`src/rtl/brick_field_ctrl.sv`:
```
// brick_field_ctrl: live/dead state of the brick wall for the brick breaker game.
// Loads a fresh wall on start, resolves ball contacts to a brick through a
// two-stage hit pipeline, counts bricks and score, flags level clear, and
// drives a registered per-pixel brick mask for the VGA colour mux.
// Optional feature macro: BRICK_ROW_COLOR_EN (per-row palette and row-weighted score).
module brick_field_ctrl #(
    parameter int COLS    = 5,
    parameter int ROWS    = 4,
    parameter int BRICK_W = 124,
    parameter int BRICK_H = 20,
    parameter int PITCH_X = 128,
    parameter int PITCH_Y = 24,
    parameter int TOP_Y   = 4
) (
    input  logic                           clk,
    input  logic                           rst,
    input  logic                           start,
    input  logic [9:0]                     x,
    input  logic [9:0]                     y,
    input  logic                           active_pixels,
    output logic                           pixel_on,
    output logic [23:0]                    pixel_color,
    input  logic                           hit_req,
    input  logic [9:0]                     hit_x,
    input  logic [9:0]                     hit_y,
    output logic                           hit_busy,
    output logic                           hit_done,
    output logic                           hit_kill,
    output logic [$clog2(COLS*ROWS+1)-1:0] bricks_left,
    output logic [15:0]                    score,
    output logic                           level_clear
);

    localparam int NB    = COLS * ROWS;
    localparam int IDX_W = (NB > 1) ? $clog2(NB) : 1;
    localparam int BL_W  = $clog2(NB + 1);
    localparam int PX_SH = $clog2(PITCH_X);
    localparam logic [NB-1:0] ROW_MASK = NB'({COLS{1'b1}});

    typedef enum logic [1:0] {S_IDLE, S_FILL, S_PLAY, S_CLEAR} state_t;

    typedef struct packed {
        logic       found;
        logic [7:0] row;
        logic [7:0] col;
    } loc_t;

    state_t          state, state_nxt;
    logic [NB-1:0]   alive;
    logic [7:0]      fill_row;
    logic            accept;
    logic            vld_p0, vld_p1;
    logic [9:0]      hx_p0, hy_p0;
    loc_t            loc_p1;
    logic            kill_p1;
    loc_t            pix_loc;
    logic            pix_hit;

    // Geometry lookup in 11 bits; rows are resolved by a comparator chain.
    function automatic loc_t locate(input logic [9:0] px, input logic [9:0] py);
        loc_t        l;
        logic [10:0] xx, yy, col, xoff, yrel;
        xx   = {1'b0, px};
        yy   = {1'b0, py};
        col  = xx >> PX_SH;
        xoff = xx & 11'(PITCH_X - 1);
        yrel = yy - 11'(TOP_Y);
        l.found = 1'b0;
        l.row   = 8'd0;
        l.col   = 8'(col);
        if (yy >= 11'(TOP_Y) && col < 11'(COLS) && xoff < 11'(BRICK_W)) begin
            for (int r = 0; r < ROWS; r++) begin
                if (yrel >= 11'(r * PITCH_Y) && yrel < 11'(r * PITCH_Y + BRICK_H)) begin
                    l.found = 1'b1;
                    l.row   = 8'(r);
                end
            end
        end
        return l;
    endfunction

    function automatic logic [IDX_W-1:0] brick_idx(input loc_t l);
        return IDX_W'(32'(l.row) * COLS + 32'(l.col));
    endfunction

    function automatic logic [15:0] sat_add(input logic [15:0] a, input logic [15:0] b);
        logic [16:0] t;
        t = {1'b0, a} + {1'b0, b};
        return t[16] ? 16'hFFFF : t[15:0];
    endfunction

`ifdef BRICK_ROW_COLOR_EN
    function automatic logic [23:0] row_color(input logic [7:0] r);
        case (r[1:0])
            2'd0:    return 24'hFF0000;
            2'd1:    return 24'hFF8000;
            2'd2:    return 24'hFFFF00;
            default: return 24'h00FF00;
        endcase
    endfunction
`endif

    // State register.
    always_ff @(posedge clk) begin
        if (!rst) state <= S_IDLE;
        else      state <= state_nxt;
    end

    // Next-state decode plus busy / clear / hit-accept outputs.
    always_comb begin
        state_nxt   = state;
        hit_busy    = (state == S_FILL) | vld_p0 | vld_p1;
        level_clear = (state == S_CLEAR);
        accept      = 1'b0;
        if (start) begin
            state_nxt = S_FILL;
        end else begin
            case (state)
                S_IDLE:  state_nxt = S_IDLE;
                S_FILL:  if (fill_row == 8'(ROWS - 1)) state_nxt = S_PLAY;
                S_PLAY: begin
                    accept = hit_req & ~hit_busy;
                    if (bricks_left == '0) state_nxt = S_CLEAR;
                end
                default: state_nxt = S_CLEAR;
            endcase
        end
    end

    // Stage 0 -> 1 -> 2 of the hit pipeline: control bits (start aborts in-flight hits).
    always_ff @(posedge clk) begin
        if (!rst || start) begin
            vld_p0   <= 1'b0;
            vld_p1   <= 1'b0;
            hit_done <= 1'b0;
            hit_kill <= 1'b0;
        end else begin
            vld_p0   <= accept;
            vld_p1   <= vld_p0;
            hit_done <= vld_p1;
            hit_kill <= kill_p1;
        end
    end

    // Hit datapath: latch contact point, then resolve it to a brick location.
    always_ff @(posedge clk) begin
        if (accept) begin
            hx_p0 <= hit_x;
            hy_p0 <= hit_y;
        end
        loc_p1 <= locate(hx_p0, hy_p0);
    end

    assign kill_p1 = vld_p1 & loc_p1.found & alive[brick_idx(loc_p1)];

    // Wall bitmap, fill sequencing, brick count and score.
    always_ff @(posedge clk) begin
        if (!rst || start) begin
            alive       <= '0;
            fill_row    <= 8'd0;
            bricks_left <= '0;
            score       <= 16'd0;
        end else if (state == S_FILL) begin
            alive    <= alive | (ROW_MASK << (32'(fill_row) * COLS));
            fill_row <= fill_row + 8'd1;
            if (fill_row == 8'(ROWS - 1)) bricks_left <= BL_W'(NB);
        end else if (kill_p1) begin
            alive[brick_idx(loc_p1)] <= 1'b0;
            bricks_left              <= bricks_left - BL_W'(1);
`ifdef BRICK_ROW_COLOR_EN
            score <= sat_add(score, 16'(ROWS) - 16'(loc_p1.row));
`else
            score <= sat_add(score, 16'd1);
`endif
        end
    end

    assign pix_loc = locate(x, y);
    assign pix_hit = active_pixels & pix_loc.found & alive[brick_idx(pix_loc)];

    // Registered pixel mask and colour for the VGA mux.
    always_ff @(posedge clk) begin
        if (!rst) begin
            pixel_on    <= 1'b0;
            pixel_color <= 24'h0;
        end else begin
            pixel_on <= pix_hit;
`ifdef BRICK_ROW_COLOR_EN
            pixel_color <= pix_hit ? row_color(pix_loc.row) : 24'h0;
`else
            pixel_color <= pix_hit ? 24'hFFFFFF : 24'h0;
`endif
        end
    end

endmodule

```
`config.mk`:
```
export PLATFORM = sky130hd
export DESIGN_NAME = brick_field_ctrl
export DESIGN_NICKNAME = d
export VERILOG_FILES = /design/src/rtl/brick_field_ctrl.sv
export SDC_FILE = /design/constraint.sdc
export NUM_CORES = 1
export LEC_CHECK = 0
export CAP_MARGIN = 10
export CORE_AREA = 2 2 98 123
export DETAILED_ROUTE_END_ITERATION = 16
export DIE_AREA = 0 0 100 125
export PLACE_DENSITY = 0.63
export SKIP_LAST_GASP = 1
export SYNTH_ARGS = -nofsm -noshare
export SYNTH_HDL_FRONTEND = slang
export SYNTH_SLANG_ARGS = --single-unit
```
`constraint.sdc`:
```
create_clock -name clk -period 12 [get_ports clk]
set_input_delay 2.4 -clock clk [delete_from_list [all_inputs] [get_ports clk]]
set_output_delay 2.4 -clock clk [all_outputs]
set_load 0.02 [all_outputs]
```
# == Word level (Yosys, flattened, before mapping) ==
# Cells that the tools add are included.
# totals
register_bits,112
inputBits,45
output_inout_bits,50
wordCells,128
# op_classes
add_sub_neg,7
n_mul,3
magnitude_cmp,25
eq_ne,8
shift,1
muxes,28
n_bitwise,14
reduce_logical,24
# op_table
operator,count
9-bit two-way mux,9
11-bit by 7-bit less-than comparator with 1-bit output (second input constant),4
20-bit two-way mux,2
24-bit two-way mux,1
11-bit by 1-bit >= comparator with 1-bit output (second input constant),2
11-bit by 5-bit >= comparator with 1-bit output (second input constant),2
11-bit by 6-bit >= comparator with 1-bit output (second input constant),2
11-bit by 7-bit >= comparator with 1-bit output (second input constant),2
11-bit by 5-bit less-than comparator with 1-bit output (second input constant),2
11-bit by 6-bit less-than comparator with 1-bit output (second input constant),2
10-bit by 3-bit subtractor with 11-bit output (second input constant),2
20-bit bitwise AND,1
10-bit by 3-bit >= comparator with 1-bit output (second input constant),2
20-bit NOT,1
20-bit bitwise OR,1
5-bit by 11-bit left shift with 20-bit output (first input constant),1
16-bit by 1-bit adder with 17-bit output (second input constant),1
8-bit by 3-bit multiplier with 5-bit output (second input constant),2
16-bit two-way mux,1
5-bit two-way mux,3
7-bit less-than comparator (second input constant),2
1-bit logical AND,13
5-bit by 6-bit less-than comparator with 1-bit output (second input constant),2
8-bit by 3-bit multiplier with 11-bit output (second input constant),1
28 further kinds,49

# == Logic depth before layout (Yosys ltp) ==
# Gate-level depths: netlist (run 1).
# depth
word_depth,14
ltp_mapped,15
ltp_nobuf,15

# == Worst setup path after synthesis (run 1) ==
# No wires, ideal clock.
# synth_path
path_kind,input port to flip-flop
from,input y[2]
to,register pixel_color[22]
setup_time_ns,0.132
arrival_time_ns,5.591
t_required_ns,11.868
slack_ns,6.278
path_stages,14
path_buffers,0
cell_sequence,inv_1 -> ha_1 -> nor3b_1 -> xor2_1 -> and3_1 -> o21ai_0 -> a21oi_1 -> ha_1 -> ha_1 -> fa_1 -> xor2_1 -> mux4_2 -> a21oi_1 -> nor4_1
# synth_between
elab_chain_cells,13
word_cells_on_any_way,28
cone_classes,add/sub (2); mul (1); order compare (9); mux (8); bitwise (2); reduce/logical (6)
# synth_rtl
item,line_no,source
from (decl),19,"input logic [9:0] y,"
10-bit by 3-bit subtractor with 11-bit output,67,yrel = yy - 11'(TOP_Y);
11-bit by 5-bit >= comparator with 1-bit output or 11-bit by 6-bit less-than comparator with 1-bit output (tied branches),73,if (yrel >= 11'(r * PITCH_Y) && yrel < 11'(r * PITCH_Y + BRICK_H)) begin
1-bit logical AND,73,
9-bit two-way mux (3 in a row),73,
9-bit two-way mux (*),71,if (yy >= 11'(TOP_Y) && col < 11'(COLS) && xoff < 11'(BRICK_W)) begin
8-bit by 3-bit multiplier with 5-bit output,83,return IDX_W'(32'(l.row) * COLS + 32'(l.col));
5-bit by 3-bit adder with 5-bit output,83,
1-bit binary-select mux with 5-bit select,179,assign pix_hit = active_pixels & pix_loc.found & alive[brick_idx(pix_loc)];
1-bit two-way mux (not written as such),179,
1-bit bitwise AND (*),179,
24-bit two-way mux (*),191,pixel_color <= pix_hit ? 24'hFFFFFF : 24'h0;
to (signal assigned),191,
to (decl),22,"output logic [23:0] pixel_color,"
# Every way passes the cells marked *; elsewhere a longest branch is shown, timed or not. The select of a mux whose other input is x is not followed.
# A chain may end at the register's enable or synchronous reset.

# == Final worst setup path (run 1) ==
# Same ends and word-level chain as after synthesis.

==> reports/summary.txt, run 1 <==
Status -> completed
Num CTS Buffers -> 9
Post-Syn Nets -> 533
H-tree Lvls -> 3
Worst hold margin -> 368 ps
Vias in the first global route -> 3,444
Initial DRC count -> 152
Min Tclk post-route -> 6380 ps
Worst setup SP type -> input pin
CTS tree -> done
Pint -> 0.000453 W
Mean Syn Cell Area -> 9.57 sq um
Sw frac -> 21.4%
Min-Delay Path Class -> reg2reg
Row cnt -> 44
Worst R2R Path Depth -> 10
Core area -> 11,500 sq um
CP cell instances -> clkdlybuf4s50_1, inv_1, ha_1, nor3b_1, xor2_1, a211oi_1, a2bb2oi_1, o221ai_1, a21oi_1, ha_1, fa_1, xor2_1, mux4_2, a21oi_1, nor4_1
Postcts setup bufs -> 0
Hold Crit Start -> hx_p0[9]$_DFFE_PP_
Seq/Total Area, Yosys -> 40.1%
Overflow after GRT -> 0
Drt total wl -> 9820 microns
Tcrit/Tclk final -> 53.2%
Setup CP Type -> in2reg
Flop2flop setup slack -> 8330 ps
R2r endpoint -> alive[16]$_SDFFE_PP0P_
Largest fanout on the critical path -> 6
Worst skew pair latency -> 330 ps
Antenna-violating nets left -> 0
Gate Count Post-Synth -> 465
VDD IR max -> 0.110 mV
Flop pwr share -> 48.2%
P_sw -> 0.000123 W
Max-slew violation count -> 0
Path length in cells of the critical path -> 15
Synth async-reset ratio -> 0%
Hold depth -> 0
Synth area leaders -> dfxtp_1, edfxtp_1, ha_1, mux4_2, a21oi_1
Register area -> 1780 sq um
Die height -> 125 microns
Worst EP required -> 12,200 ps
Pin count of the biggest net entering global routing -> 32
CTS Hold Bufs -> 0
Layout cells sized above 1 -> 7.66%
Multi-input gate area -> 2370 sq um
Commonest non-fill, non-tap cell in the layout -> clkdlybuf4s50_1
DR pass1 iterations -> 5
Layout net count -> 598
Commonest cells after routing, fill and taps aside -> clkdlybuf4s50_1, dfxtp_1, a21oi_1
Crit path buf inv count -> 2
Clock transition at the registers of the reported paths -> 60 ps
Filler cells -> 1,039
Slew margin rel. -> 49.7%
Synth area leader -> dfxtp_1
Routability congestion estimate -> 0.820
DRC -> 0
Mapped Area -> 4450 sq um
Placed insts -> 656
Clock share of power -> 44.6%
CTS resizes -> 0
WHS Endpoint -> loc_p1[2]$_DFF_P_
ANT cells -> 0
First-pass GRT wire length -> 16,200 microns
Worst Skew -> 9.33 ps
Synth Register Bits -> 80
GRT Util Overall -> 15.9%
Top delay family on crit path -> adder cells
Comb power frac -> 7.2%
Vias per Instance -> 5.53
Post-synth top area share -> 27.9%
Via count -> 3,724
P_leak -> 2.08 nW
Worst path slowest cell -> mux4_2
Die width -> 100 microns
Initial Util -> 38.8%
Post-synthesis to final-layout area growth -> 26.1%
Power density over the cells -> 103 nW/um^2
Final setup violation count -> 0
Maxcap violations -> 0
Endpoint class of the critical path -> flop
Avg WL per Cell -> 14.6 microns
Clock sink count -> 80
Syn. warnings -> 0
Die area -> 12,500 sq um
RSZ-0062 raised after global routing -> false
Initial antenna violation count -> 0
Synth Flop Type -> dfxtp_1
Distinct cell type count after synthesis -> 60
CTS max path bufs -> 2
Non-Filler Instances -> 673
Actual slew at the worst max-slew pin -> 753 ps
Sum Neg Setup Slack -> 0 ps
Fmax achieved -> 157 MHz
Arrival @ worst endpoint -> 6580 ps
Io pins -> 95
CP max stage delay -> 530 ps
EDFF count, synth -> 18
Final hold viol count -> 0
Reg2reg start -> loc_p1[9]$_SDFF_PN0_
Port Buffer Count -> 90
Root Driver -> clkbuf_16
Post-DP HPWL -> 7200 microns
flip-flops by register name, summed over array words and instances (netlist names), 2 cells and up:
name,count
alive,20
score,16
hy_p0,10
fill_row,8
hx_p0,8
loc_p1,6
bricks_left,5
state,2
cell families after synthesis:
kind of cell               count (synthesis)  synth area share (%)
AOI/OAI and AO/OA                        123                  17.2
and+or+nand+nor                          147                  18.3
buffers and inverters                     55                  7.03
adders and majority gates                 23                  6.81
muxes                                     17                  6.72
xor gates and xnor gates                  20                  3.94
DFF                                       80                  40.1
synthesized netlist by cell type (2+ instances only):
| cell | instances |
|---|---|
| dfxtp_1 | 62 |
| a21oi_1 | 40 |
| o21ai_0 | 32 |
| nor2_1 | 31 |
| buf_4 | 25 |
| nand2_1 | 22 |
| ha_1 | 21 |
| edfxtp_1 | 18 |
| nand3_1 | 17 |
| nor3_1 | 16 |
| and3_1 | 15 |
| inv_1 | 15 |
| a211oi_1 | 10 |
| a31oi_1 | 10 |
| mux4_2 | 10 |
| xnor2_1 | 10 |
| xor2_1 | 10 |
| clkbuf_1 | 9 |
| nor2b_1 | 7 |
| nor3b_1 | 7 |
| a41oi_1 | 5 |
| and2_1 | 5 |
| o21a_1 | 5 |
| a311oi_1 | 4 |
| buf_2 | 4 |
| mux2i_1 | 4 |
| nand4_1 | 4 |
| nor4_1 | 4 |
| a21o_1 | 3 |
| and4_1 | 3 |
| a31o_2 | 2 |
| and3b_1 | 2 |
| and4b_1 | 2 |
| fa_1 | 2 |
| mux2_2 | 2 |
| nand4b_1 | 2 |
| o31a_1 | 2 |
power groups by stage:
stage	Clock, W	Sequential, W	Combinational, W
2_1_floorplan	0	0.000283	0.0000205
3_3_place_gp	0	0.000284	0.0000392
3_5_place_dp	0	0.000284	0.0000402
4_1_cts	0.000263	0.000278	0.0000405
5_1_grt	0.000276	0.000278	0.0000457
6_report	0.000257	0.000278	0.0000414
metal layers:
| metal | wire [microns] | share of wire (%) | global-route usage, % |
|---|---|---|---|
| met2 | 4910 | 50 | 27.6 |
| met3 | 586 | 6.0 | 3.86 |
| met5 | 0 | 0 | 0 |
| met4 | 159 | 1.6 | 5.56 |
| met1 | 4160 | 42 | 19.1 |
layout make-up:
| class | instances | share of cell area [%] |
|---|---|---|
| multi-input combinational | 330 | 42.2 |
| tap | 138 | 3.08 |
| sequential | 80 | 31.8 |
| clock buffer | 13 | 4.71 |
| timing repair buffer | 94 | 16.9 |
| clock inverter | 3 | 0.312 |
| inverter | 15 | 1.00 |
how the worst max path moves through the flow:
stage,end,start
after CTS,pixel_color[22]$_SDFF_PN0_,y[2]
after global placement,pixel_color[22]$_SDFF_PN0_,y[2]
after global routing,pixel_color[22]$_SDFF_PN0_,y[2]
after detailed placement,pixel_color[22]$_SDFF_PN0_,y[2]
final,pixel_color[22]$_SDFF_PN0_,y[2]
after floorplan,pixel_color[22]$_SDFF_PN0_,y[2]
worst reg2reg max path: stages (launching register included):
cell and delay [ps]:
dfxtp_1 320, ha_1 280, ha_1 240, fa_1 460, nor2b_1 200, a31oi_1 260
o311ai_1 230, nor4_4 570, buf_4 390, nor3b_2 460, a21oi_1 130
metrics by stage:
stage               setup WS, ps  area [sq um]  utilization (%)  total power [W]
floorplan                   6280          4450                -         0.000304
CTS                         5600          5580             48.8         0.000581
finish                      5620          5610             49.0         0.000576
global placement            5330          5300             46.3         0.000323
global route                5240          5610             49.0         0.000599
detailed placement          5260          5300             46.3         0.000324
No activity file was read; power rests on OpenSTA's default activity.
==> inputs of run 2 (changes only) <==
--- a/config.mk
+++ b/config.mk
@@ -9,7 +9,7 @@
 export CORE_AREA = 2 2 98 123
 export DETAILED_ROUTE_END_ITERATION = 16
 export DIE_AREA = 0 0 100 125
-export PLACE_DENSITY = 0.63
+export PLACE_DENSITY = 0.66
 export SKIP_LAST_GASP = 1
 export SYNTH_ARGS = -nofsm -noshare
 export SYNTH_HDL_FRONTEND = slang
==> constraint.sdc (replaced) <==
create_clock -name clk -period 5.3 [get_ports clk]
set_input_delay 1.06 -clock clk [delete_from_list [all_inputs] [get_ports clk]]
set_output_delay 1.06 -clock clk [all_outputs]
set_load 0.02 [all_outputs]
==> run 2 against run 1 <==
Net effect:
- wire length up 0.10%
- combinational power grew 120%
- clock-buffer cell count shrank 4
- register-to-register slack worse by 6300 ps
- via count increased by 0.86%
- worst setup slack got worse by 5300 ps
- sequential share of layout area barely moved
- critical path depth unchanged
- largest cell class unchanged
- largest power group unchanged
==> reports/summary.txt, run 2 (synthesis gave the netlist of run 1 again) <==
Routability congestion estimate -> 0.860 (+4.9%)
Commonest cells after routing, fill and taps aside -> clkdlybuf4s50_1, dfxtp_1, a21oi_1
Worst setup SP type -> input pin
Layout cells sized above 1 -> 7.85% (+0.19 points)
DR pass1 iterations -> 4 (-1)
Tcrit/Tclk final -> 93.4%
Arrival @ worst endpoint -> 5160 ps (-1420 ps)
Worst R2R Path Depth -> 10 (unchanged)
Initial DRC count -> 134 (-12%)
Clock transition at the registers of the reported paths -> 60 ps (about the same)
Final core occ -> 49.0% (about the same)
Placed insts -> 657 (+0.15%)
Largest fanout on the critical path -> 6 (unchanged)
Initial antenna violation count -> 0 (unchanged)
Layout net count -> 598 (unchanged)
Maxcap violations -> 0 (unchanged)
Die area -> 12,500 sq um (unchanged)
Reg2reg start -> loc_p1[1]$_DFF_P_
Setup CP Type -> in2reg
First-pass GRT wire length -> 16,000 microns (-1.2%)
Final WS setup -> 351 ps (-5270 ps)
ANT cells -> 0 (unchanged)
Worst EP required -> 5510 ps (-6690 ps)
Endpoint class of the critical path -> flop
Max-slew violation count -> 0 (unchanged)
Largest register by flop count -> alive
Power density over the cells -> 237 nW/um^2 (+130%)
Post-DP HPWL -> 7130 microns (-1.0%)
CTS Hold Bufs -> 0 (unchanged)
RSZ-0062 raised after global routing -> false
Flop2flop setup slack -> 2000 ps (-6330 ps)
Via count -> 3,756 (+0.86%)
Io pins -> 95 (unchanged)
Port Buffer Count -> 90 (unchanged)
Status -> completed
Num CTS Buffers -> 9 (unchanged)
Clock sink count -> 80 (unchanged)
Overflow after GRT -> 0 (unchanged)
P_leak -> 2.07 nW (-0.35%)
GRT Util Overall -> 15.6% (-0.30 points)
Worst Skew -> 8.08 ps (-1.25 ps)
Die width -> 100 microns (unchanged)
Avg WL per Cell -> 14.6 microns (+0.10%)
Hold Crit Start -> hx_p0[9]$_DFFE_PP_
Final hold viol count -> 0 (unchanged)
Final setup violation count -> 0 (unchanged)
Vias in the first global route -> 3,569 (+3.6%)
Min-Delay Path Class -> reg2reg
DRC -> 0 (unchanged)
CTS tree -> done
VDD IR max -> 0.261 mV (+140%)
R2r endpoint -> score[9]$_SDFFE_PP0P_
Commonest non-fill, non-tap cell in the layout -> clkdlybuf4s50_1
Root Driver -> clkbuf_16
Flip-flop count of the largest register after layout -> 20 (unchanged)
Actual slew at the worst max-slew pin -> 1140 ps (+392 ps)
H-tree Lvls -> 3 (unchanged)
Initial Util -> 38.8% (unchanged)
Drt total wl -> 9830 microns (+0.10%)
CTS max path bufs -> 2 (unchanged)
Min Tclk post-route -> 4950 ps
Row cnt -> 44 (unchanged)
Pin count of the biggest net entering global routing -> 36 (+13%)
Post-synthesis to final-layout area growth -> 26.2% (about the same)
Core area -> 11,500 sq um (unchanged)
CP endpoint -> pixel_color[22]$_SDFF_PN0_
Slew margin rel. -> 23.7% (-26 points)
Antenna-violating nets left -> 0 (unchanged)
Non-Filler Instances -> 673 (unchanged)
Vias per Instance -> 5.58 (+0.86%)
Fmax achieved -> 202 MHz
Worst slack, placed -> -21.0 ps (-5280 ps)
Crit. Startpoint -> y[3]
Largest regs -> alive x20, score x16, hy_p0 x10
Die height -> 125 microns (unchanged)
Worst skew pair latency -> 340 ps (about the same)
==> run 2: cell types whose count changed in the layout (fill, tap and decap cells not counted), sizes merged <==
| cell | change |
|---|---|
| clkbuf | -4 |
| clkinv | +1 |
| inv | +1 |
| bufinv | +1 |
| clkinvlp | +1 |
==> run 2: power by group <==
part,internal (W),switching (W),leakage (nW)
Combinational,0.0000512,0.0000412,1.27
Clock,0.000364,0.000243,0.139
Sequential,0.000626,0.00000308,0.663
==> run 2: what timing repair did <==
item | CTS | global route
resized for setup | 0 | 1
buffers inserted | 0 | 0
endpoints found under the setup margin | 0 | 1
==> run 2: final cells by class <==
| type | instances | area (sq um) |
|---|---|---|
| Fill cell | 1066 | 5840 |
| Timing Repair Buffer | 94 | 931 |
| Inverter | 15 | 56.3 |
| Clock inverter | 7 | 71.3 |
| Clock buffer | 9 | 225 |
| Sequential cell | 80 | 1780 |
| Tap cell | 138 | 173 |
| Multi-Input combinational cell | 330 | 2370 |
==> run 2: critical path, stage by stage <==
cell	delay (ps)
clkdlybuf4s50_1	460
inv_1	80
ha_1	250
nor3b_1	470
xor2_2	330
and3_1	210
o21ai_0	80
a21oi_1	260
ha_1	280
ha_1	220
fa_1	380
xor2_1	270
mux4_2	550
a21oi_1	180
nor4_1	70
==> run 2: stage by stage <==
| step | hold slack (ps) | TNS, ps | area, sq um | total power [W] |
|---|---|---|---|---|
| after floorplan | 341 | 0 | 4450 | 0.000688 |
| after global placement | 347 | 0 | 5310 | 0.000730 |
| after detailed placement | 351 | -21.0 | 5310 | 0.000733 |
| after CTS | 370 | 0 | 5610 | 0.00134 |
| after global routing | 381 | 0 | 5610 | 0.00138 |
| final | 369 | 0 | 5610 | 0.00133 |
==> run 2: how the worst min path moves through the flow <==
stage,endpoint,depth (start not counted),slack [ps]
4_1_cts,loc_p1[0]$_DFF_P_,0,370
5_1_grt,loc_p1[1]$_DFF_P_,0,380
6_report,loc_p1[2]$_DFF_P_,0,370
3_5_place_dp,loc_p1[0]$_DFF_P_,0,350
2_1_floorplan,loc_p1[2]$_DFF_P_,0,340
3_3_place_gp,loc_p1[2]$_DFF_P_,0,350
==> run 2: routing by layer <==
layer / track usage [%] / wire length, microns / vias up
met4: 6.12 / 199 / 0
met2: 27.9 / 4830 / 140
li1: - / - / 1848
met1: 17.6 / 4190 / 1751
met5: 0 / 0 / -
met3: 3.97 / 614 / 17
